[src/rtl/fft_stage_sequencer_pkg.sv]
// rtl/fft_stage_sequencer_pkg.sv - shared encodings for the FFT stage sequencer
// Purpose: state encoding, mux/demux select values and datapath widths
//          shared by the sequencer and its datapath neighbours.
package fft_stage_sequencer_pkg;

  typedef enum logic [1:0] {
    ST_IDLE    = 2'd0,
    ST_RUN     = 2'd1,
    ST_DRAIN   = 2'd2,
    ST_PS_WAIT = 2'd3
  } seq_state_e;

  // Butterfly input mux select
  localparam logic MUX_SP   = 1'b0;
  localparam logic MUX_FB   = 1'b1;

  // Butterfly output demux select
  localparam logic DEMUX_FB = 1'b0;
  localparam logic DEMUX_PS = 1'b1;

  // Datapath widths: one beat carries 4 complex samples
  localparam int BEAT_W   = 136;
  localparam int SAMPLE_W = 34;

endpackage

[src/rtl/fft_flag_delay.sv]
// rtl/fft_flag_delay.sv - DEPTH-stage shift register aligning issue flags to butterfly output
// Ports:
//   clk  - clock, rising edge
//   clr  - synchronous clear of every stage
//   din  - flags entering at issue time
//   dout - flags DEPTH cycles later
module fft_flag_delay #(
  parameter int DEPTH = 1,
  parameter int WIDTH = 2
) (
  input  logic             clk,
  input  logic             clr,
  input  logic [WIDTH-1:0] din,
  output logic [WIDTH-1:0] dout
);

  logic [DEPTH-1:0][WIDTH-1:0] sr_q;
  logic [DEPTH-1:0][WIDTH-1:0] sr_d;

  always_comb begin
    sr_d    = sr_q;
    sr_d[0] = din;
    for (int i = 1; i < DEPTH; i++) begin
      sr_d[i] = sr_q[i-1];
    end
  end

  always_ff @(posedge clk) begin
    if (clr) begin
      sr_q <= '0;
    end else begin
      sr_q <= sr_d;
    end
  end

  assign dout = sr_q[DEPTH-1];

endmodule

[src/rtl/fft_stage_sequencer.sv]
// rtl/fft_stage_sequencer.sv - frame-level controller for the iterative FFT butterfly datapath
// Ports:
//   clk, rst      - clock and synchronous active-high reset
//   sp_frame_rdy  - frame available from serial-to-parallel buffer (pulse)
//   ps_ready      - serializer can take a full frame
//   sp_ack        - frame taken (pulse, cycle after acceptance)
//   mux_flag      - butterfly input select (buffer / feedback)
//   bf_en         - beat valid into butterfly
//   rotation      - twiddle index of the current beat
//   demux_flag    - butterfly output routing, latency-aligned
//   fb_we         - feedback register write, latency-aligned
//   ps_valid      - serializer beat valid, latency-aligned
//   frame_done    - final output beat of the frame
//   busy          - sequencer not idle
//   err_overrun   - sticky: frame offered while busy
module fft_stage_sequencer
  import fft_stage_sequencer_pkg::*;
#(
  parameter int STAGES = 3,
  parameter int BEATS  = 2,
  parameter int BF_LAT = 1,
  parameter int ROT_W  = 3
) (
  input  logic             clk,
  input  logic             rst,
  input  logic             sp_frame_rdy,
  input  logic             ps_ready,
  output logic             sp_ack,
  output logic             mux_flag,
  output logic             bf_en,
  output logic [ROT_W-1:0] rotation,
  output logic             demux_flag,
  output logic             fb_we,
  output logic             ps_valid,
  output logic             frame_done,
  output logic             busy,
  output logic             err_overrun
);

  localparam int BW = (BEATS  > 1) ? $clog2(BEATS)  : 1;
  localparam int SW = (STAGES > 1) ? $clog2(STAGES) : 1;
  localparam int DW = (BF_LAT > 1) ? $clog2(BF_LAT) : 1;

  localparam logic [BW-1:0] BEAT_LAST  = BW'(BEATS - 1);
  localparam logic [SW-1:0] STAGE_LAST = SW'(STAGES - 1);
  localparam logic [DW-1:0] DRAIN_LAST = DW'(BF_LAT - 1);

  seq_state_e    state_q, state_d;
  logic [BW-1:0] beat_q, beat_d;
  logic [SW-1:0] stage_q, stage_d;
  logic [DW-1:0] drain_q, drain_d;
  logic          sp_ack_q, sp_ack_d;
  logic          err_q, err_d;

  logic          is_last_stage;
  logic [1:0]    flags_out;
  logic          dly_en;
  logic          dly_last;

  assign is_last_stage = (stage_q == STAGE_LAST);

  always_comb begin
    state_d  = state_q;
    beat_d   = beat_q;
    stage_d  = stage_q;
    drain_d  = drain_q;
    sp_ack_d = 1'b0;
    // Only a frame sampled in IDLE is accepted; anything else is an overrun.
    err_d    = err_q | (sp_frame_rdy && (state_q != ST_IDLE));

    unique case (state_q)
      ST_IDLE: begin
        if (sp_frame_rdy) begin
          sp_ack_d = 1'b1;
          beat_d   = '0;
          stage_d  = '0;
          drain_d  = '0;
          // A single-stage frame goes straight to the serializer.
          if ((STAGES == 1) && !ps_ready) begin
            state_d = ST_PS_WAIT;
          end else begin
            state_d = ST_RUN;
          end
        end
      end
      ST_RUN: begin
        if (beat_q == BEAT_LAST) begin
          beat_d  = '0;
          drain_d = '0;
          state_d = ST_DRAIN;
        end else begin
          beat_d = beat_q + BW'(1);
        end
      end
      ST_DRAIN: begin
        if (drain_q == DRAIN_LAST) begin
          drain_d = '0;
          if (is_last_stage) begin
            stage_d = '0;
            state_d = ST_IDLE;
          end else begin
            stage_d = stage_q + SW'(1);
            // ps_ready is only looked at on entry to the last stage.
            if ((stage_q + SW'(1) == STAGE_LAST) && !ps_ready) begin
              state_d = ST_PS_WAIT;
            end else begin
              state_d = ST_RUN;
            end
          end
        end else begin
          drain_d = drain_q + DW'(1);
        end
      end
      ST_PS_WAIT: begin
        if (ps_ready) begin
          state_d = ST_RUN;
        end
      end
      default: state_d = ST_IDLE;
    endcase
  end

  always_ff @(posedge clk) begin
    if (rst) begin
      state_q  <= ST_IDLE;
      beat_q   <= '0;
      stage_q  <= '0;
      drain_q  <= '0;
      sp_ack_q <= 1'b0;
      err_q    <= 1'b0;
    end else begin
      state_q  <= state_d;
      beat_q   <= beat_d;
      stage_q  <= stage_d;
      drain_q  <= drain_d;
      sp_ack_q <= sp_ack_d;
      err_q    <= err_d;
    end
  end

  assign bf_en       = (state_q == ST_RUN);
  assign busy        = (state_q != ST_IDLE);
  assign sp_ack      = sp_ack_q;
  assign err_overrun = err_q;

  // stage_q only advances on leaving DRAIN, so the select naturally holds
  // its last value between issue windows.
  assign mux_flag = (stage_q == '0) ? MUX_SP : MUX_FB;

  // Twiddle step doubles each stage: beat_idx << stage_idx.
  assign rotation = bf_en ? (ROT_W'(beat_q) << stage_q) : '0;

  fft_flag_delay #(
    .DEPTH (BF_LAT),
    .WIDTH (2)
  ) u_flag_delay (
    .clk  (clk),
    .clr  (rst),
    .din  ({is_last_stage, bf_en}),
    .dout (flags_out)
  );

  assign dly_last   = flags_out[1];
  assign dly_en     = flags_out[0];
  assign demux_flag = dly_last ? DEMUX_PS : DEMUX_FB;
  assign ps_valid   = dly_en & dly_last;
  assign fb_we      = dly_en & ~dly_last;

  // The last beat of the last stage emerges in the final DRAIN cycle.
  assign frame_done = ps_valid && (state_q == ST_DRAIN) &&
                      (drain_q == DRAIN_LAST) && is_last_stage;

endmodule

[config.mk]
export PLATFORM = sky130hd
export DESIGN_NAME = fft_stage_sequencer
export DESIGN_NICKNAME = d
export VERILOG_FILES = /design/src/rtl/fft_stage_sequencer_pkg.sv /design/src/rtl/fft_flag_delay.sv /design/src/rtl/fft_stage_sequencer.sv
export SDC_FILE = /design/constraint.sdc
export NUM_CORES = 1
export LEC_CHECK = 0
export CORE_UTILIZATION = 38
export DETAILED_ROUTE_END_ITERATION = 6
export HOLD_SLACK_MARGIN = 0.05
export PLACE_DENSITY_LB_ADDON = 0.12
export SLEW_MARGIN = 20
export SYNTH_ARGS = -nofsm -noshare
export SYNTH_HDL_FRONTEND = slang
export SYNTH_SLANG_ARGS = --single-unit
[constraint.sdc]
create_clock -name clk -period 1.45 [get_ports clk]
set_input_delay 0.145 -clock clk [delete_from_list [all_inputs] [get_ports clk]]
set_output_delay 0.145 -clock clk [all_outputs]
set_load 0.005 [all_outputs]
==> out/metrics.cfg <==
[sta]
setup_viol = 0
timing.final.ws_setup_ps = 10.3
slew_viol_final = 0
clock_skew_ps = 7.23
worst_pin_slew_ps = 273
maxSlewHeadroom_pct = 81.6
fmax_ghz = 0.695
rsz0062_at_grt = true
fin_crit_sh_pct = 99.3
fin_crit_ps = 1440
hold_viol_final = 0

[floorplanning]
coreArea_um2 = 1160
die-area_um2 = 1460
die_x_um = 38.2
ios = 16
fp.dieH_um = 38.2
start_util_pct = 43.0
num_rows = 12

[cells_and_area]
drive_gt1_share_pct = 43.6
layout_common_cells = buf_4 (14), nor2_1 (9), clkdlybuf4s50_1 (8)
layout.nets = 103
area_delta_synth_final_pct = 79.8
diodes = 0
fin_area_um2 = 893
layout_commonest_cell = buf_4

[pwr]
leakagePower_nw = 0.390
power.density_nw_per_um2 = 1360
ir_worst_vdd_uv = 947

[clock_network]
cts_tree = yes
clkTransAtPathRegs_ps = 70
cts_buffer_depth = 2
ctsHtreeMaxLevel = 1
root_buffer = clkbuf_4
cts_inserted_buffers = 3
insertion_delay_ps = 260
clock-sinks = 9

[worst_hold_path]
hold-path-endpoint = stage_q[1]
hold_depth = 2
hold_class = flip-flop to flip-flop
hp-start = stage_q[0]

[logic_synthesis]
ys_top_cells_by_area = dfxtp_1 (36%), ha_1 (10%), nor2_1 (6.8%)
syn-cell-area_um2 = 497
yosysSeqAreaShare_pct = 36.3
synth_top_area_share_pct = 36.3
synthCells = 60
syn_nets = 68
synth.distinct_cells = 23
avgSynthCellArea_um2 = 8.28
ys_ff_latch = 9
ys_warn_count = 0
yosys.area.top_type = dfxtp_1

[worst_setup_path]
cp_slowest_stage_delay_ps = 470
crit_chain = buf_6, ha_4, and2b_4, or4_4, o21ai_2
required_ps = 1640
cp.arrival_ps = 1630
crit_path_end_kind = flip-flop
r2r_slack_ps = 10
critPathMaxFanout = 3
crit_family = simple AND/OR/NAND/NOR gates
crit_type = flip-flop to flip-flop
r2r_cells = 5
worst-path-stages = 5
reg2reg_from = state_q[1]
r2r_end = state_q[1]
crit_buf_inv = 1
cp-start-kind = flip-flop
slowest_stage = or4_4

[routing]
drc_errors = 0
drtIter0Drc = 7
wl_met1_um = 666
drt-pass1-iter-count = 4
wl_met2_um = 714
ant_nets = 0
vias = 544
wl_mm = 1.46
vias_per_cell = 5.04
wire_per_inst_um = 13.5
highest_layer = met4
met3WireLength_um = 59

[place]
detailedPlace.worstSlack_ps = -91.3
dpl-instance-area_um2 = 754
gp_congestion = 0.877
portBuffers = 15
hpwlAfterDp_um = 926

[grt]
first_global_vias = 480
grt_usage_pct = 22.5
globalRoute.totalOverflow = 0
grt_max_degree = 8
grt_pass1_wl_mm = 2.23
antenna_found_initial = 0

[status]
status = finished, final reports clean

[job]
maxCapViolations = 0

==> synthesized netlist by cell type <==
master	instances
nand2b_1	3
inv_1	4
o311ai_1	2
nor2_1	9
nand3_1	1
nor3_1	3
and2b_4	1
o21ai_1	2
and2_1	1
nor2b_1	5
a21oi_1	3
inv_2	1
nor4bb_1	1
o41ai_1	1
ha_1	4
nand2_1	4
or2_1	1
a311o_1	1
a32oi_1	1
buf_2	1
or4_1	1
dfxtp_1	9
nor2b_4	1
==> timing repair <==
action | CTS | global route
setup buffers | 2 | 2
pin swaps | 3 | 2
setup endpoints to repair | 9 | 7
hold buffers | 0 | 0
gates resized for setup | 24 | 15
==> cells by family after synthesis <==
kind of cell	synth area share, %
compound gates	14.1
fa+ha+maj	10.1
buf+inv	4.78
flops	36.3
simple gates	34.8
==> tightest hold or removal path, stage by stage, from the launching register on <==
cell and delay [ps]:
dfxtp_2 340, nand3_1 60, a21oi_1 60
==> per-layer routing <==
metal | vias to the layer above | global-route usage [%]
li1 | 272 | -
met1 | 253 | 32.0
met2 | 17 | 33.9
met3 | 2 | 5.23
met4 | 0 | 5.36
met5 | - | 0
==> state kept, by name, summed over array words and instances (netlist names) <==
register,count
stage_q,2
state_q,2
u_flag_delay.dout,2
beat_q,1
err_overrun,1
sp_ack,1
==> worst max path at each step <==
stage,slack [ps],from,end
6_report,10,state_q[1],state_q[1]
5_1_grt,-40,state_q[1],state_q[0]
4_1_cts,-3,state_q[0],rotation[1]
3_5_place_dp,-90,state_q[1],rotation[1]
3_3_place_gp,-80,state_q[1],rotation[1]
2_1_floorplan,10,state_q[0],state_q[1]
==> through the flow <==
| stage | power, mW | cells | utilization, % | setup TNS (ps) | hold WS, ps |
|---|---|---|---|---|---|
| floorplan | 0.573 | 60 | - | 0 | 289 |
| global placement | 0.854 | 100 | 65.3 | -165 | 472 |
| detailed placement | 0.856 | 100 | 65.3 | -331 | 518 |
| CTS | 1.14 | 106 | 73.7 | -2.55 | 520 |
| global route | 1.28 | 108 | 77.3 | -67.7 | 532 |
| finish | 1.21 | 108 | 77.3 | 0 | 507 |
==> area by class of cell <==
type / count / area, um^2
fill: 81 / 263
tap: 14 / 17.5
multi-input combinational: 45 / 373
clock buffer: 4 / 26.3
inverter: 5 / 21.3
timing repair buffer: 31 / 263
sequential: 9 / 193
==> where the power goes <==
part / switching, mW / leakage, nW / internal, mW
sequential: 0.0355 / 0.0761 / 0.298
clock: 0.0885 / 0.0150 / 0.106
combinational: 0.303 / 0.299 / 0.380
total: 0.427 / 0.390 / 0.784
Power figures use the tool's default switching activity.
